**config.mk**
```make
export PLATFORM = sky130hd
export DESIGN_NAME = inference_feeder
export DESIGN_NICKNAME = d
export VERILOG_FILES = /design/src/rtl/inference_feeder.sv
export SDC_FILE = /design/constraint.sdc
export NUM_CORES = 1
export LEC_CHECK = 0
export BUFFER_PORTS_ARGS = -buffer_cell sky130_fd_sc_hd__buf_2
export CAP_MARGIN = 20
export CORE_ASPECT_RATIO = 1.75
export CORE_MARGIN = 5
export CORE_UTILIZATION = 29
export CTS_CLUSTER_SIZE = 14
export DETAILED_ROUTE_END_ITERATION = 8
export PLACE_DENSITY = 0.54
export SYNTH_ARGS = -nofsm -noshare
export SYNTH_HDL_FRONTEND = slang
export SYNTH_SLANG_ARGS = --single-unit
```
**constraint.sdc**
```tcl
create_clock -name clk -period 6.1 [get_ports clk]
set_input_delay 1.22 -clock clk [delete_from_list [all_inputs] [get_ports clk]]
set_output_delay 1.22 -clock clk [all_outputs]
set_load 0.05 [all_outputs]
```
**src/rtl/inference_feeder.sv**
```systemverilog
// Host-side feeder for the systolic inference datapath: takes one job command,
// buffers 8 weight rows and issues them back-to-back, streams N input rows,
// flushes the array and collects activations into a small result FIFO.
module inference_feeder #(
  parameter int unsigned ARRAY_DIM = 8,
  parameter int unsigned WORD_W    = 64,
  parameter int unsigned OUT_DEPTH = 4
) (
  input  logic              clk,
  input  logic              n_rst,
  input  logic              cmd_start,
  input  logic [6:0]        cmd_num_inputs,
  input  logic [WORD_W-1:0] cmd_bias,
  input  logic [1:0]        cmd_mode,
  output logic              busy,
  output logic              done,
  output logic              overflow,
  input  logic              s_valid,
  output logic              s_ready,
  input  logic [WORD_W-1:0] s_data,
  output logic [WORD_W-1:0] systolic_data,
  output logic [WORD_W-1:0] bias_vec,
  output logic [1:0]        activation_mode,
  output logic              start_weights,
  output logic              start_array,
  output logic              enable,
  input  logic [WORD_W-1:0] activations,
  input  logic              activated,
  output logic              r_valid,
  input  logic              r_ready,
  output logic [WORD_W-1:0] r_data
);

  localparam int unsigned WIW = (ARRAY_DIM > 1) ? $clog2(ARRAY_DIM) : 1;
  localparam int unsigned PW  = (OUT_DEPTH > 1) ? $clog2(OUT_DEPTH) : 1;
  localparam int unsigned CW  = $clog2(OUT_DEPTH + 1);
  localparam logic [CW-1:0] LP_ROOM2 = CW'(OUT_DEPTH - 2);
  localparam logic [CW-1:0] LP_FULL  = CW'(OUT_DEPTH);

  typedef enum logic [2:0] {
    S_IDLE, S_WFILL, S_WISSUE, S_STREAM, S_DRAIN, S_DONE
  } state_t;

  state_t             r_state, w_next;
  logic [6:0]         r_n, r_in_cnt, r_res_cnt;
  logic [WIW-1:0]     r_widx;
  logic [WORD_W-1:0]  r_wbuf [ARRAY_DIM];
  logic [WORD_W-1:0]  r_bias, r_sys;
  logic [1:0]         r_mode;
  logic               r_busy, r_done, r_ovf, r_en, r_sw, r_sa;
  logic [WORD_W-1:0]  r_mem [OUT_DEPTH];
  logic [PW-1:0]      r_rd, r_wr;
  logic [CW-1:0]      r_cnt;

  logic w_s_ready, w_start, w_last_w, w_last_in, w_room2;
  logic w_full, w_empty, w_pop, w_push, w_drop, w_in_fire;

  // Two free slots are needed because one result may already be in flight
  // between the registered enable and the capture edge.
  assign w_room2   = (r_cnt <= LP_ROOM2);
  assign w_full    = (r_cnt == LP_FULL);
  assign w_empty   = (r_cnt == '0);
  assign w_pop     = !w_empty && r_ready;
  assign w_push    = activated && (!w_full || w_pop);
  assign w_drop    = activated && w_full && !w_pop;
  assign w_start   = (r_state == S_IDLE) && cmd_start && (cmd_num_inputs != '0);
  assign w_last_w  = (r_widx == WIW'(ARRAY_DIM - 1));
  assign w_last_in = (r_in_cnt == (r_n - 7'd1));
  assign w_in_fire = (r_state == S_STREAM) && s_valid && w_room2;

  // Next-state and stream-side ready
  always_comb begin
    w_next    = r_state;
    w_s_ready = 1'b0;
    case (r_state)
      S_IDLE:   if (w_start) w_next = S_WFILL;
      S_WFILL: begin
        w_s_ready = 1'b1;
        if (s_valid && w_last_w) w_next = S_WISSUE;
      end
      S_WISSUE: if (w_last_w) w_next = S_STREAM;
      S_STREAM: begin
        w_s_ready = w_room2;
        if (w_in_fire && w_last_in) w_next = S_DRAIN;
      end
      S_DRAIN:  if (r_res_cnt == r_n) w_next = S_DONE;
      S_DONE:   w_next = S_IDLE;
      default:  w_next = S_IDLE;
    endcase
  end

  // State register plus busy/done, both registered from the next state
  always_ff @(posedge clk or negedge n_rst) begin
    if (!n_rst) begin
      r_state <= S_IDLE;
      r_busy  <= 1'b0;
      r_done  <= 1'b0;
    end else begin
      r_state <= w_next;
      r_busy  <= w_next inside {S_WFILL, S_WISSUE, S_STREAM, S_DRAIN};
      r_done  <= (w_next == S_DONE);
    end
  end

  // Job parameters, weight buffer and progress counters
  always_ff @(posedge clk or negedge n_rst) begin
    if (!n_rst) begin
      r_n       <= '0;
      r_in_cnt  <= '0;
      r_res_cnt <= '0;
      r_widx    <= '0;
      r_wbuf    <= '{default: '0};
      r_bias    <= '0;
      r_mode    <= '0;
    end else begin
      if (w_start) begin
        r_n       <= cmd_num_inputs;
        r_bias    <= cmd_bias;
        r_mode    <= cmd_mode;
        r_in_cnt  <= '0;
        r_res_cnt <= '0;
        r_widx    <= '0;
      end
      if (r_state == S_WFILL && s_valid) begin
        r_wbuf[r_widx] <= s_data;
        r_widx         <= w_last_w ? '0 : r_widx + 1'b1;
      end
      if (r_state == S_WISSUE) r_widx <= w_last_w ? '0 : r_widx + 1'b1;
      if (w_in_fire) r_in_cnt <= r_in_cnt + 7'd1;
      if (activated && r_state != S_IDLE && r_res_cnt != r_n)
        r_res_cnt <= r_res_cnt + 7'd1;
    end
  end

  // Registered datapath-facing row, enable and start pulses
  always_ff @(posedge clk or negedge n_rst) begin
    if (!n_rst) begin
      r_sys <= '0;
      r_en  <= 1'b0;
      r_sw  <= 1'b0;
      r_sa  <= 1'b0;
    end else begin
      r_en <= 1'b0;
      r_sw <= 1'b0;
      r_sa <= 1'b0;
      case (r_state)
        S_WISSUE: begin
          r_en  <= 1'b1;
          r_sys <= r_wbuf[r_widx];
          r_sw  <= (r_widx == '0);
        end
        S_STREAM: if (w_in_fire) begin
          r_en  <= 1'b1;
          r_sys <= s_data;
          r_sa  <= (r_in_cnt == '0);
        end
        S_DRAIN: if (w_room2 && r_res_cnt != r_n) begin
          r_en  <= 1'b1;
          r_sys <= '0;
        end
        default: ;
      endcase
    end
  end

  // Result FIFO with sticky overflow; a full FIFO still accepts a push that
  // coincides with a pop
  always_ff @(posedge clk or negedge n_rst) begin
    if (!n_rst) begin
      r_mem <= '{default: '0};
      r_rd  <= '0;
      r_wr  <= '0;
      r_cnt <= '0;
      r_ovf <= 1'b0;
    end else begin
      if (w_push) begin
        r_mem[r_wr] <= activations;
        r_wr        <= (r_wr == PW'(OUT_DEPTH - 1)) ? '0 : r_wr + 1'b1;
      end
      if (w_pop) r_rd <= (r_rd == PW'(OUT_DEPTH - 1)) ? '0 : r_rd + 1'b1;
      if (w_push && !w_pop)      r_cnt <= r_cnt + 1'b1;
      else if (!w_push && w_pop) r_cnt <= r_cnt - 1'b1;
      if (w_start) r_ovf <= 1'b0;
      if (w_drop)  r_ovf <= 1'b1;
    end
  end

  assign busy            = r_busy;
  assign done            = r_done;
  assign overflow        = r_ovf;
  assign s_ready         = w_s_ready;
  assign systolic_data   = r_sys;
  assign bias_vec        = r_bias;
  assign activation_mode = r_mode;
  assign start_weights   = r_sw;
  assign start_array     = r_sa;
  assign enable          = r_en;
  assign r_valid         = !w_empty;
  assign r_data          = r_mem[r_rd];

endmodule

```
# ---- Word-level counts from Yosys, hierarchy flattened
# Index checks and enable logic that the tools add are counted.
dict set report classes {
  n_mux 41
  mul 0
  magnitude_cmp 6
  n_eq_ne 18
  n_reduce_logical 37
  add_sub_neg 8
  n_div 0
  bitwise 3
  n_shift 0
}
# operator count
set ops {}
lappend ops {{bitwise mux 512 bit} 1}
lappend ops {{two-way mux 64 bit} 8}
lappend ops {{bitwise mux 256 bit} 1}
lappend ops {{binary-select mux 64 bit (select 3 bit)} 1}
lappend ops {{demux 64 bit (select 3 bit)} 1}
lappend ops {{case mux 64 bit (3 select lines)} 1}
lappend ops {{binary-select mux 64 bit (select 2 bit)} 1}
lappend ops {{demux 64 bit (select 2 bit)} 1}
lappend ops {{two-way mux 3 bit} 11}
lappend ops {{two-way mux 7 bit} 3}
lappend ops {{logical AND 1 bit} 18}
lappend ops {{== test 3 bit (second input constant)} 5}
lappend ops {{case mux 3 bit (5 select lines)} 1}
lappend ops {{adder 7 x 1 -> 7 bit (second input constant)} 2}
lappend ops {{== test 7 bit} 2}
lappend ops {{== test 3 x 2 -> 1 bit (second input constant)} 4}
lappend ops {{zero test 3 bit} 3}
lappend ops {{nonzero test 3 bit} 3}
lappend ops {{nonzero test 2 bit} 4}
lappend ops {{zero test 7 bit} 1}
lappend ops {{two-way mux 1 bit} 7}
lappend ops {{inequality test 7 bit} 1}
lappend ops {{nonzero test 7 bit} 1}
lappend ops {{subtractor 7 x 1 -> 7 bit (second input constant)} 1}
lappend ops {{other kinds (20)} 31}
dict set report word_totals {
  mem_bits_ro 0
  ff_bits 938
  latchBits 0
  mem_count 0
  mem_bits_rw 0
}

# ---- Longest topological paths before layout
dict set report logic_depth {
  word_depth 9
  depth_mapped 9
  depth_no_buf 8
}

# ---- Worst setup path before layout
# OpenSTA, ideal clock, no wires.
dict set report synth_timing {
  kind {register -> output}
  start {register r_cnt[0]}
  end {output port s_ready}
  path_buffers 0
  path_stages_with_launch 4
  t_arrival_ns 1.883
  t_required_ns 4.880
  path_slack_ns 2.997
  path_cell_list {dfrtp_1 > a21oi_1 > nor2b_1 > nor3b_1}
}
dict set report synth_via {
  elab_chain_len 2
}
# item line_no
set synth_rtl {}
lappend synth_rtl {{start, declared} 53} ;# logic [CW-1:0] r_cnt;
lappend synth_rtl {{start signal, assigned} 181} ;# if (w_push && !w_pop) r_cnt <= r_cnt + 1'b1;
lappend synth_rtl {{start signal, assigned} 182} ;# else if (!w_push && w_pop) r_cnt <= r_cnt - 1'b1;
lappend synth_rtl {{<= comparator 3 x 2 -> 1 bit} 60} ;# assign w_room2 = (r_cnt <= LP_ROOM2);
lappend synth_rtl {{case mux 1 bit (2 select lines)} 75} ;# case (r_state)
lappend synth_rtl {{end, declared} 19} ;# output logic s_ready,
# No other way between the ends.

# ---- Worst setup path in the final report
dict set report layout_timing {
  start {register r_rd[1]}
  end {output port r_data[36]}
}
dict set report layout_via {
  elab_chain_len 4
}
# item line_no
set layout_rtl {}
lappend layout_rtl {{start, declared} 52} ;# logic [PW-1:0] r_rd, r_wr;
lappend layout_rtl {{start signal, assigned} 180} ;# if (w_pop) r_rd <= (r_rd == PW'(OUT_DEPTH - 1)) ? '0 : r_rd + 1'b1;
lappend layout_rtl {{inverter 2 -> 3 bit (not written as such)} 199} ;# assign r_data = r_mem[r_rd];
lappend layout_rtl {{binary-select mux 64 bit (select 2 bit)} 199}
lappend layout_rtl {{two-way mux 64 bit (not written as such) (2 in a row)} 199}
lappend layout_rtl {{end, declared} 31} ;# output logic [WORD_W-1:0] r_data
# No other way between the ends. The select of a mux whose other input is x is not followed.

==> results.sh <==
export IMPL_status="finished, final reports clean"
export IMPL_holdBufCountCts=0
export IMPL_cts_max_level=3
export IMPL_die_w_um=297
export IMPL_avgRoutedWirePerCell_um=21.0
export IMPL_portBuffers=408
export IMPL_place_hpwl_um=67600
export IMPL_drt_wl_total_um=112000
export IMPL_ioPinCount=409
export IMPL_final_nets=3584
export IMPL_ir_worst_vdd_v=0.000329
export IMPL_syn_to_final_growth_pct=17.0
export IMPL_synth_top_family_by_area="multiplexers"
export IMPL_worstMarginPinSlew_ns=1.19
export IMPL_place_ws_ns=2.27
export IMPL_finalMaxSlewViolations=0
export IMPL_viasPerCell=4.90
export IMPL_drc=0
export IMPL_postCtsSetupRepairBufs=0
export IMPL_clock_sinks=938
export IMPL_synth_area_leaders="dfrtp_1 (56%), mux2_2 (24%), mux4_2 (3.6%), mux2i_1 (3.0%), nor2_1 (1.9%)"
export IMPL_period_share_pct=68.5
export IMPL_ant_nets=0
export IMPL_yosysSeqAreaShare_pct=56.3
export IMPL_grt_pass1_wl_um=174000
export IMPL_die_area_sq_um=152000
export IMPL_synth_xor_area_share_pct=0.462
export IMPL_fin_area_sq_um=48800
export IMPL_cts_buffers=92
export IMPL_multi_input_area_sq_um=17200
export IMPL_crit_type="reg2out"
export IMPL_grt_pass1_vias=27893
export IMPL_cp_arrival_ns=2.96
export IMPL_antenna_found_initial=27
export IMPL_total_power_mw=30.0
export IMPL_clock_path_buffers=3
export IMPL_power_density_nw_per_um2=614
export IMPL_syn_area_sq_um=41700
export IMPL_layout_setup_ws_ns=1.92
export IMPL_min_path_type="reg2reg"
export IMPL_synth_edff_count=0
export IMPL_clockRootBuffer="clkbuf_16"
export IMPL_period_minus_slack_ns=4.18
export IMPL_synthTopCellsByCount="dfrtp_1 (938), mux2_2 (879), nor2_1 (210)"
export IMPL_drt_iter0_drc=998
export IMPL_synth_cell_type_count=56
export IMPL_path_clk_slew_ns=0.07
export IMPL_yosysMostFrequentCell="dfrtp_1"
export IMPL_critPathLaunchType="flip-flop"
export IMPL_synth_adder_area_share_pct=0.438
export IMPL_die_h_um=512
export IMPL_start_util_pct=29.1
export IMPL_cp_end_kind="output port"
export IMPL_synth_top_area_cell="dfrtp_1"
export IMPL_ys_seq_elements=938
export IMPL_grt_max_degree=135
export IMPL_rsz0062_at_grt="no"
export IMPL_finalNonFillerCells=5310
export IMPL_synthSimpleGateAreaFrac_pct=3.76
export IMPL_drt_pass1_iterations=5
export IMPL_rows=184
export IMPL_maxCapViolations=0
export IMPL_vias=26009
export IMPL_finalCoreUtilization_pct=34.0
export IMPL_cts_resized_gates=0
export IMPL_crit_path_top_delay_cell="dfrtp_2"
export IMPL_yosysWarnings=0
export IMPL_avgSynthCellArea_sq_um=13.9
export IMPL_fillers=14127
export IMPL_cp_max_fo=41
export IMPL_tns_ns=0
export IMPL_postSynth_asyncResetShare_pct=100
export IMPL_holdWs_ns=0.488
export IMPL_p_leak_nw=21.3
export IMPL_drive_gt1_share_pct=46.6
export IMPL_required_ns=4.88
export IMPL_crit_buf_inv=2
export IMPL_grt_remaining_overflow=0
export IMPL_fin_skew_ns=0.0316
export IMPL_coreArea_sq_um=143000
export IMPL_slew_limit_headroom_pct=20.8
export IMPL_place_inst=5129
export IMPL_crit_chain="buf_4 > mux4_2 > buf_2"
export IMPL_cts_tree="done"
export IMPL_synth_flop_cell="dfrtp_1"
export IMPL_gr_usage_all_layers_pct=14.5
export IMPL_synthMuxAreaShare_pct=31.1
export IMPL_finalHoldViolations=0
export IMPL_setup_viol=0
export IMPL_synth_compound_area_share_pct=5.32
export IMPL_synth_top_area_share_pct=56.3
export IMPL_max_freq_mhz=239
export IMPL_placed_area_sq_um=45600
export IMPL_synth_cells=3012
export IMPL_max_stage_delay_ns=0.86
export IMPL_synth_nets=3233
export IMPL_gp_congestion=0.727
export IMPL_critPathTopFamily="buffers and inverters"
export IMPL_clk_latency_ns=0.71
export IMPL_ff_latch_area_sq_um=23500
-- registers in the layout, summed over array words and instances, names as in the netlist, 2 cells and up --
name,flops
r_widx,3
r_state,3
r_n,7
r_wbuf,512
r_mem,256
r_res_cnt,7
r_cnt,3
systolic_data,64
r_wr,2
activation_mode,2
r_in_cnt,7
bias_vec,64
r_rd,2
-- layout make-up --
cell class,instances,share of cell area [%]
sequential,938,48.1
multi-input combinational,1863,35.3
clock buffer,129,5.47
timing repair buffer,458,5.23
tap,1860,4.77
clock inverter,41,0.984
inverter,10,0.0794
antenna,11,0.0564
-- placed cells by master (no fill, tap or decap), types with 4 or more instances in the layout --
cell type	synthesis	routed
a21oi_1	70	70
a22o_1	5	5
a22oi_1	65	65
a31oi_1	65	65
and3_1	4	4
buf_12	0	10
buf_2	95	407
buf_4	19	40
bufinv_16	0	5
clkbuf_1	57	14
clkbuf_16	0	92
clkbuf_8	0	23
clkinv_2	0	21
dfrtp_1	938	933
dfrtp_4	0	4
diode_2	0	11
ha_1	13	13
inv_1	10	9
inv_6	0	5
mux2_1	10	10
mux2_2	879	879
mux2_4	15	15
mux2i_1	126	126
mux4_2	66	66
nand2_1	92	91
nand2_2	5	4
nand2b_1	4	4
nand3_1	8	8
nand3b_1	4	4
nor2_1	210	205
nor2_4	0	6
nor2b_1	7	7
nor3_1	6	6
o21ai_0	89	89
o22ai_1	63	63
xnor2_1	6	6
xor2_1	16	16
-- routing by layer --
| layer | track usage (%) | share of wire, % |
|---|---|---|
| met5 | 0 | 0.10 |
| met3 | 3.07 | 5.2 |
| met4 | 4.88 | 2.7 |
| met1 | 18.0 | 42 |
| met2 | 25.2 | 50 |
-- cell families after synthesis --
kind of cell	Yosys count
muxes	1096
DFF	938
AOI/OAI and AO/OA	368
and+or+nand+nor	363
buffers and inverters	211
xor gates and xnor gates	22
adders and majority gates	14
-- final timing paths --
| check | from | endpoint | slack, ns | depth (start not counted) |
|---|---|---|---|---|
| max | r_rd[1]$_DFFE_PN0P_ | r_data[36] | 1.92 | 3 |
| max reg2reg | r_widx[1]$_DFFE_PN0P_ | r_wbuf[81]$_DFFE_PN0P_ | 2.45 | 5 |
| min in group asynchronous | n_rst | r_mem[233]$_DFFE_PN0P_ | 0.62 | 1 |
| min reg2reg | r_wbuf[321]$_DFFE_PN0P_ | r_wbuf[321]$_DFFE_PN0P_ | 0.49 | 1 |
| max in group asynchronous | n_rst | systolic_data[7]$_DFFE_PN0P_ | 4.01 | 2 |
| min | r_wbuf[321]$_DFFE_PN0P_ | r_wbuf[321]$_DFFE_PN0P_ | 0.49 | 1 |
-- power by group --
part           total [mW]  switching [mW]  internal [mW]
combinational        13.1            7.73           5.38
clock                5.93            2.62           3.31
sequential           11.0            1.70           9.25
(Power assumes the default switching activity.)
